[src/rtl/ipml_fifo_rd_stream_pkg.sv]
// Shared constants and width helpers for the FIFO read-side stream adapter.
package ipml_fifo_rd_stream_pkg;

    localparam int RD_LAT_MIN = 1;
    localparam int RD_LAT_MAX = 2;

    function automatic int clog2(input int value);
        int r;
        r = 0;
        for (int v = value - 1; v > 0; v = v >> 1) begin
            r++;
        end
        return r;
    endfunction

    // Pointer width for a circular buffer of the given depth (at least 1 bit).
    function automatic int ptr_w(input int depth);
        return (depth > 1) ? clog2(depth) : 1;
    endfunction

    // Occupancy counter width: must represent 0..depth inclusive.
    function automatic int lvl_w(input int depth);
        return clog2(depth + 1);
    endfunction

endpackage

[src/rtl/ipml_fifo_rd_stream_if.sv]
// FIFO raw read port plus valid/ready output stream, bundled for the adapter.
interface ipml_fifo_rd_stream_if #(
    parameter int W     = 8,
    parameter int LVL_W = 2
);
    logic             fifo_rd_empty;
    logic             fifo_rd_en;
    logic [W-1:0]     fifo_rd_data;
    logic             data_out_ready;
    logic             data_out_valid;
    logic [W-1:0]     data_out;
    logic [LVL_W-1:0] buf_level;

    modport master (
        input  fifo_rd_empty, fifo_rd_data, data_out_ready,
        output fifo_rd_en, data_out_valid, data_out, buf_level
    );

    modport slave (
        output fifo_rd_empty, fifo_rd_data, data_out_ready,
        input  fifo_rd_en, data_out_valid, data_out, buf_level
    );
endinterface

[src/rtl/ipml_fifo_rd_buf.sv]
// Circular register buffer: push at wptr, show-ahead head at rptr, occupancy count.
module ipml_fifo_rd_buf
    import ipml_fifo_rd_stream_pkg::*;
#(
    parameter int W     = 8,
    parameter int DEPTH = 2,
    parameter int LVL_W = lvl_w(DEPTH)
) (
    input  logic             clk,
    input  logic             rst,
    input  logic             push_i,
    input  logic [W-1:0]     wdata_i,
    input  logic             pop_i,
    output logic [W-1:0]     data_o,
    output logic             valid_o,
    output logic [LVL_W-1:0] level_o
);
    localparam int               PTR_W = ptr_w(DEPTH);
    localparam logic [PTR_W-1:0] LAST  = PTR_W'(DEPTH - 1);

    logic [W-1:0]     mem_q [DEPTH];
    logic [PTR_W-1:0] wptr_q, wptr_d;
    logic [PTR_W-1:0] rptr_q, rptr_d;
    logic [LVL_W-1:0] occ_q, occ_d;
    logic             do_pop;

    assign valid_o = (occ_q != '0);
    assign do_pop  = pop_i & valid_o;
    assign data_o  = mem_q[rptr_q];
    assign level_o = occ_q;

    // Pointers wrap explicitly so non-power-of-two depths work.
    always_comb begin
        wptr_d = wptr_q;
        rptr_d = rptr_q;
        occ_d  = occ_q;
        if (push_i) begin
            wptr_d = (wptr_q == LAST) ? '0 : wptr_q + PTR_W'(1);
        end
        if (do_pop) begin
            rptr_d = (rptr_q == LAST) ? '0 : rptr_q + PTR_W'(1);
        end
        if (push_i && !do_pop) begin
            occ_d = occ_q + LVL_W'(1);
        end else if (!push_i && do_pop) begin
            occ_d = occ_q - LVL_W'(1);
        end
    end

    always_ff @(posedge clk) begin
        if (rst) begin
            wptr_q <= '0;
            rptr_q <= '0;
            occ_q  <= '0;
        end else begin
            wptr_q <= wptr_d;
            rptr_q <= rptr_d;
            occ_q  <= occ_d;
        end
    end

    generate
        for (genvar gi = 0; gi < DEPTH; gi++) begin : g_slot
            always_ff @(posedge clk) begin
                if (rst) begin
                    mem_q[gi] <= '0;
                end else if (push_i && (wptr_q == PTR_W'(gi))) begin
                    mem_q[gi] <= wdata_i;
                end
            end
        end
    endgenerate

endmodule

[src/rtl/ipml_fifo_rd_stream.sv]
// Credit-limited prefetching reader: turns the FIFO raw read port into a show-ahead stream.
module ipml_fifo_rd_stream
    import ipml_fifo_rd_stream_pkg::*;
#(
    parameter int W         = 8,
    parameter int RD_LAT    = 1,
    parameter int BUF_DEPTH = RD_LAT + 1
) (
    input  logic clk,
    input  logic rst,
    ipml_fifo_rd_stream_if.master bus
);
    localparam int LVL_W = lvl_w(BUF_DEPTH);
    localparam int CNT_W = clog2(BUF_DEPTH + RD_LAT + 2);

    generate
        if (RD_LAT < RD_LAT_MIN || RD_LAT > RD_LAT_MAX) begin : g_bad_lat
            $error("RD_LAT must be 1 or 2");
        end
        if (BUF_DEPTH < RD_LAT + 1) begin : g_bad_depth
            $error("BUF_DEPTH must be at least RD_LAT+1");
        end
    endgenerate

    logic [RD_LAT-1:0] pipe_q, pipe_d;
    logic [CNT_W-1:0]  infl;
    logic [LVL_W-1:0]  level;
    logic [W-1:0]      head;
    logic              valid;
    logic              pop;
    logic              push;
    logic              credit_ok;
    logic              rd_en;

    always_comb begin
        infl = '0;
        for (int i = 0; i < RD_LAT; i++) begin
            infl = infl + CNT_W'(pipe_q[i]);
        end
    end

    // occ + infl - pop < BUF_DEPTH, rearranged to avoid unsigned underflow.
    assign pop       = valid & bus.data_out_ready;
    assign credit_ok = (CNT_W'(level) + infl) < (CNT_W'(BUF_DEPTH) + CNT_W'(pop));
    assign rd_en     = ~bus.fifo_rd_empty & ~rst & credit_ok;
    assign push      = pipe_q[RD_LAT-1];

    assign pipe_d = RD_LAT'({pipe_q, rd_en});

    always_ff @(posedge clk) begin
        if (rst) begin
            pipe_q <= '0;
        end else begin
            pipe_q <= pipe_d;
        end
    end

    ipml_fifo_rd_buf #(
        .W     (W),
        .DEPTH (BUF_DEPTH),
        .LVL_W (LVL_W)
    ) u_buf (
        .clk     (clk),
        .rst     (rst),
        .push_i  (push),
        .wdata_i (bus.fifo_rd_data),
        .pop_i   (pop),
        .data_o  (head),
        .valid_o (valid),
        .level_o (level)
    );

    assign bus.fifo_rd_en     = rd_en;
    assign bus.data_out_valid = valid;
    assign bus.data_out       = head;
    assign bus.buf_level      = level;

endmodule

[src/flat_wrapper.sv]
// flat-port wrapper written by rule: the top's interface ports become plain ports
module ipml_fifo_rd_stream_flat import ipml_fifo_rd_stream_pkg::*;
#(
    parameter int W         = 8,
    parameter int RD_LAT    = 1,
    parameter int BUF_DEPTH = RD_LAT + 1
)
  (clk, rst, bus_fifo_rd_empty, bus_fifo_rd_data, bus_data_out_ready, bus_fifo_rd_en, bus_data_out_valid, bus_data_out, bus_buf_level);
  ipml_fifo_rd_stream_if #(.W(W), .LVL_W((lvl_w((2))))) bus_i ();
  input  logic clk;
  input  logic rst;
  input wire logic [$bits(bus_i.fifo_rd_empty)-1:0] bus_fifo_rd_empty;
  input wire logic [$bits(bus_i.fifo_rd_data)-1:0] bus_fifo_rd_data;
  input wire logic [$bits(bus_i.data_out_ready)-1:0] bus_data_out_ready;
  output wire logic [$bits(bus_i.fifo_rd_en)-1:0] bus_fifo_rd_en;
  output wire logic [$bits(bus_i.data_out_valid)-1:0] bus_data_out_valid;
  output wire logic [$bits(bus_i.data_out)-1:0] bus_data_out;
  output wire logic [$bits(bus_i.buf_level)-1:0] bus_buf_level;
  assign bus_i.fifo_rd_empty = bus_fifo_rd_empty;
  assign bus_i.fifo_rd_data = bus_fifo_rd_data;
  assign bus_i.data_out_ready = bus_data_out_ready;
  assign bus_fifo_rd_en = bus_i.fifo_rd_en;
  assign bus_data_out_valid = bus_i.data_out_valid;
  assign bus_data_out = bus_i.data_out;
  assign bus_buf_level = bus_i.buf_level;
  ipml_fifo_rd_stream #(.W(W), .RD_LAT(RD_LAT), .BUF_DEPTH(BUF_DEPTH)) u_core (.clk(clk), .rst(rst), .bus(bus_i));
endmodule
[config.mk]
export PLATFORM = sky130hd
export DESIGN_NAME = ipml_fifo_rd_stream_flat
export DESIGN_NICKNAME = d
export VERILOG_FILES = /design/src/rtl/ipml_fifo_rd_stream_pkg.sv /design/src/rtl/ipml_fifo_rd_stream_if.sv /design/src/rtl/ipml_fifo_rd_buf.sv /design/src/rtl/ipml_fifo_rd_stream.sv /design/src/flat_wrapper.sv
export SDC_FILE = /design/constraint.sdc
export NUM_CORES = 1
export LEC_CHECK = 0
export CORE_MARGIN = 1
export CORE_UTILIZATION = 45
export CTS_BUF_LIST = sky130_fd_sc_hd__clkbuf_2
export DETAILED_ROUTE_END_ITERATION = 10
export PLACE_DENSITY = 0.76
export SLEW_MARGIN = 20
export SYNTH_ARGS = -nofsm -noshare
export SYNTH_HDL_FRONTEND = slang
export SYNTH_HIERARCHICAL = 1
export SYNTH_SLANG_ARGS = --single-unit
[constraint.sdc]
create_clock -name clk -period 1.9 [get_ports clk]
set_clock_uncertainty 0.15 [all_clocks]
set_input_delay 0.38 -clock clk [delete_from_list [all_inputs] [get_ports clk]]
set_output_delay 0.38 -clock clk [all_outputs]
set_load 0.1 [all_outputs]
==> results by group <==
Synthesis
  – XOR/XNOR Fraction of Synth Area: around 2.6%
  – Post-synthesis compound-gate area fraction: roughly 4.5%
  – Library cell with the highest instance count after synthesis: nor2_1
  – List of most frequent post-synthesis cells: nor2_1, edfxtp_1, nand2b_1
  – Combinational family with the most area after synthesis: simple AND/OR/NAND/NOR gates
  – Adder and majority cell fraction of the synthesized area: 3.75%
  – Syn_area_per_cell: roughly 12 µm²
  – Share of synthesized area spent on multiplexers: around 9.0%
  – Number of nets in the synthesized netlist: between 90 and 100
  – Number of instances in the synthesized netlist: a little over 80
  – Post-synthesis sequential area ratio: 59.9%
  – Primary FF master, synth: edfxtp_1
  – Post-synth EDFFs: 16
  – Flop and latch count out of synthesis: 22
  – Dominant cell type by area after synthesis: edfxtp_1
  – Post-synthesis cell area: about 1000 µm²
  – Post-synthesis cell type count: 18
  – Largest cells by area after synthesis: edfxtp_1, dfxtp_1, mux2_2, nand2b_1, nor2_1
  – Fraction of the mapped netlist area in simple logic gates: between 10% and 20%
  – Portion of synthesized cell area occupied by the leading cell type: 47.9%
  – Number of synthesis warnings: 6
  – Ys async rst share: 0%

Power
  – Internal cell power: ~0.001 W
  – Portion of total power attributed to sequential cells: between 30% and 40%
  – Proportion of power drawn by combinational gates: 53.3%
  – Switching power: between 0.0006 and 0.0007 W
  – Areal power density over the cells: about 1100 nW/µm²
  – Sw Ratio: approximately 40%
  – Share of power burned in the clock network: between 10% and 20%
  – Leakage dissipation: approximately 0.64 nW
  – Peak supply drop: slightly above 0.0009 V

Clock tree
  – Clock tree from TritonCTS: yes
  – Reg clk slew, reported paths: 0.19 ns
  – Maximum root-to-sink buffer count: 2
  – Clock latency of the later-clocked register in the worst-skew pair: around 0.34 ns
  – Buffer cell driving the clock tree root: clkbuf_2
  – Number of CTS-inserted buffers: 3
  – H-tree Lvls: 1
  – Sinks on the clock net: 22

Worst setup path
  – Cell type of the slowest stage on the worst timing path: dfxtp_4
  – Critical Path Sink Type: output pin
  – Crit path kind: reg2out
  – Most frequent CP cell: ha_4
  – Worst flop-to-flop path endpoint: u_core/u_buf/level_o[1]$_SDFFE_PP0P_
  – Count of cells along the worst register-to-register path: 7
  – Start of the worst register-to-register path: u_core/u_buf/level_o[0]$_SDFFE_PP0P_
  – Worst reg2reg setup slack: -0.04 ns
  – CP Data Required Time: between 1 and 1.5 ns
  – Critical path peak fanout: 2
  – CP startpoint kind: flip-flop
  – Delay of the slowest cell on the worst path: around 0.40 ns
  – Ordered list of cells on the worst path: ha_4 > ha_4 > a2111oi_4 > buf_12
  – Cell class contributing the biggest share of worst-path delay: flip-flops
  – Count of buffer and inverter cells on the critical path: 1
  – Crit path DAT: between 1.5 and 2 ns

Routing
  – DRC marker count from the first detailed-route iteration: 15
  – Final routed wirelength across all metal layers: ~2.3 mm
  – DR WL/cell: between 15 and 20 µm
  – Vias per cell: between 5 and 6
  – Via count: between 700 and 800
  – Antenna-violating nets left: 0
  – DRT Pass-1 Iters: 4
  – Total DRC errors in the routed layout: 0

Floorplanning
  – Core Area: 2020 µm²
  – Total Die Area: between 2000 and 2500 µm²
  – Chip width: 49.2 µm
  – # rows: 16
  – Ports: 24
  – Initial Util: roughly half
  – Die span in y: about 49 µm

Run
  – Number of max-cap violations: 0

Worst hold path
  – Hold_sp: u_core/u_buf/rptr_q$_SDFFE_PP0P_
  – Worst hold path cell count: 2
  – Worst Hold End: u_core/u_buf/rptr_q$_SDFFE_PP0P_
  – Class of the tightest hold or removal check: reg2reg

Placed design
  – I/O Buffers: 23
  – HPWL after detailed placement: between 1 and 1.5 mm
  – RD Place Congestion: 0.696
  – Placement Setup Slack: -0.327 ns

STA
  – Measured slew at the worst slew-check pin: 0.338 ns
  – Worst hold margin: between 0.3 and 0.4 ns
  – Worst slew margin: about 77%
  – Unrepaired setup endpoints after global routing: yes
  – Post-layout minimum cycle time: ~2.3 ns
  – Max Transition Viols Final: 0
  – Maximum clock frequency: around 440 MHz
  – Final setup slack of the worst path: -0.377 ns
  – Final-report hold violation count: 0
  – Period Utilization, post-route: 120%
  – Total setup violations reported at the end of the flow: 3

Finish
  – Nets@finish: around 140
  – Layout cells sized above 1: 43.0%
  – Layout area overhead: 61.7%
  – Diode insertion count for antenna repair: 0

Global routing
  – Number of global-route vias before repair: between 700 and 800
  – Total GRT Usage: between 10% and 20%
  – Overflow left after global routing: 0
  – Maximum number of pins on one net before global-route repair: 17
  – Global-route wire length before repair: approximately 3.3 mm
  – Initial antenna violation count: 0

Outcome
  – Result of the run: finished, violations left
  – Violated checks: setup timing
per-layer routing:
metal / global-route usage, % / vias to the layer above / part of all wire (%)
li1: - / 363 / -
met1: 20.1 / 361 / 36
met2: 35.2 / 28 / 57
met3: 2.80 / 5 / 4.0
met4: 10.3 / 0 / 2.3
met5: 0 / - / 0
cells by family after synthesis:
family / after synthesis
AOI/OAI and AO/OA: 6
xor gates and xnor gates: 3
adders and majority gates: 3
buffers and inverters: 3
DFF: 22
muxes: 8
and+or+nand+nor: 36
registers in the layout, summed over array words and instances, names as in the netlist, named ones only:
name and flops:
u_core/u_buf/rptr_q 1, u_core/u_buf/mem_q 16, u_core/pipe_q 1, u_core/u_buf/level_o 2, u_core/u_buf/wptr_q 1
power groups by stage:
| stage | Combinational, W | Clock, W | Sequential (W) |
|---|---|---|---|
| final | 0.000911 | 0.000183 | 0.000616 |
| after global routing | 0.000942 | 0.000210 | 0.000622 |
| after CTS | 0.000869 | 0.000182 | 0.000607 |
| after detailed placement | 0.000819 | 0 | 0.000610 |
| after global placement | 0.000808 | 0 | 0.000607 |
| after floorplan | 0.000435 | 0 | 0.000676 |
timing repair:
| action | in CTS | in global routing |
|---|---|---|
| setup buffers | 3 | 1 |
| hold buffers | 0 | 0 |
| gates cloned | 0 | 0 |
| pin swaps | 3 | 4 |
| resized for setup | 7 | 13 |
| setup endpoints to repair | 12 | 12 |
per-stage QoR:
stage	cells	instance area, µm²	TNS [ns]	power [W]	utilization [%]
3_5_place_dp	140	1490	-0.724	0.00143	73.8
2_1_floorplan	81	1030	-1.40	0.00111	-
4_1_cts	147	1570	-0.612	0.00166	77.7
5_1_grt	148	1620	-0.975	0.00177	80.1
6_report	148	1620	-0.521	0.00171	80.1
3_3_place_gp	140	1490	-0.530	0.00141	73.8
placed cells by master, fill, tap and decap left out:
master	count
or2_4	1
o21ai_0	1
a21oi_1	1
nand3b_4	1
clkdlybuf4s50_1	11
xor2_1	3
clkinv_1	1
ha_1	1
clkbuf_2	3
a21oi_2	1
and2_4	1
nand2b_1	12
mux2_4	8
nor2_1	19
buf_6	3
buf_4	13
edfxtp_1	16
a2111oi_4	1
nand2_1	1
o21ai_2	1
or3_1	1
ha_4	2
dfxtp_1	2
dfxtp_4	3
buf_12	12
dfxtp_2	1
a2111oi_2	1
final cells by class:
type / instances / area (µm²)
Multi-Input combinational cell: 56 / 473
Clock buffer: 3 / 15.0
Clock inverter: 1 / 3.75
Sequential cell: 22 / 613
Fill cell: 108 / 402
Timing Repair Buffer: 39 / 482
Tap cell: 27 / 33.8
worst register-to-register path, cell delays in order (launching register included):
cell     delay (ns)
dfxtp_4        0.40
buf_6          0.12
or2_4          0.23
and2_4         0.16
o21ai_2        0.07
ha_1           0.26
or3_1          0.38
a21oi_2        0.13
how the worst max path moves through the flow:
stage	startpoint	to	slack, ns	cells past startpoint
after CTS	u_core/u_buf/level_o[0]$_SDFFE_PP0P_	bus_fifo_rd_en	-0.37	6
after detailed placement	bus_data_out_ready	u_core/u_buf/level_o[1]$_SDFFE_PP0P_	-0.33	7
after global placement	bus_data_out_ready	u_core/u_buf/level_o[1]$_SDFFE_PP0P_	-0.24	6
final	u_core/u_buf/level_o[0]$_SDFFE_PP0P_	bus_fifo_rd_en	-0.38	4
after global routing	u_core/u_buf/level_o[0]$_SDFFE_PP0P_	bus_fifo_rd_en	-0.45	6
after floorplan	u_core/u_buf/level_o[0]$_SDFFE_PP0P_	bus_fifo_rd_en	-0.87	3
Power figures use the tool's default switching activity.
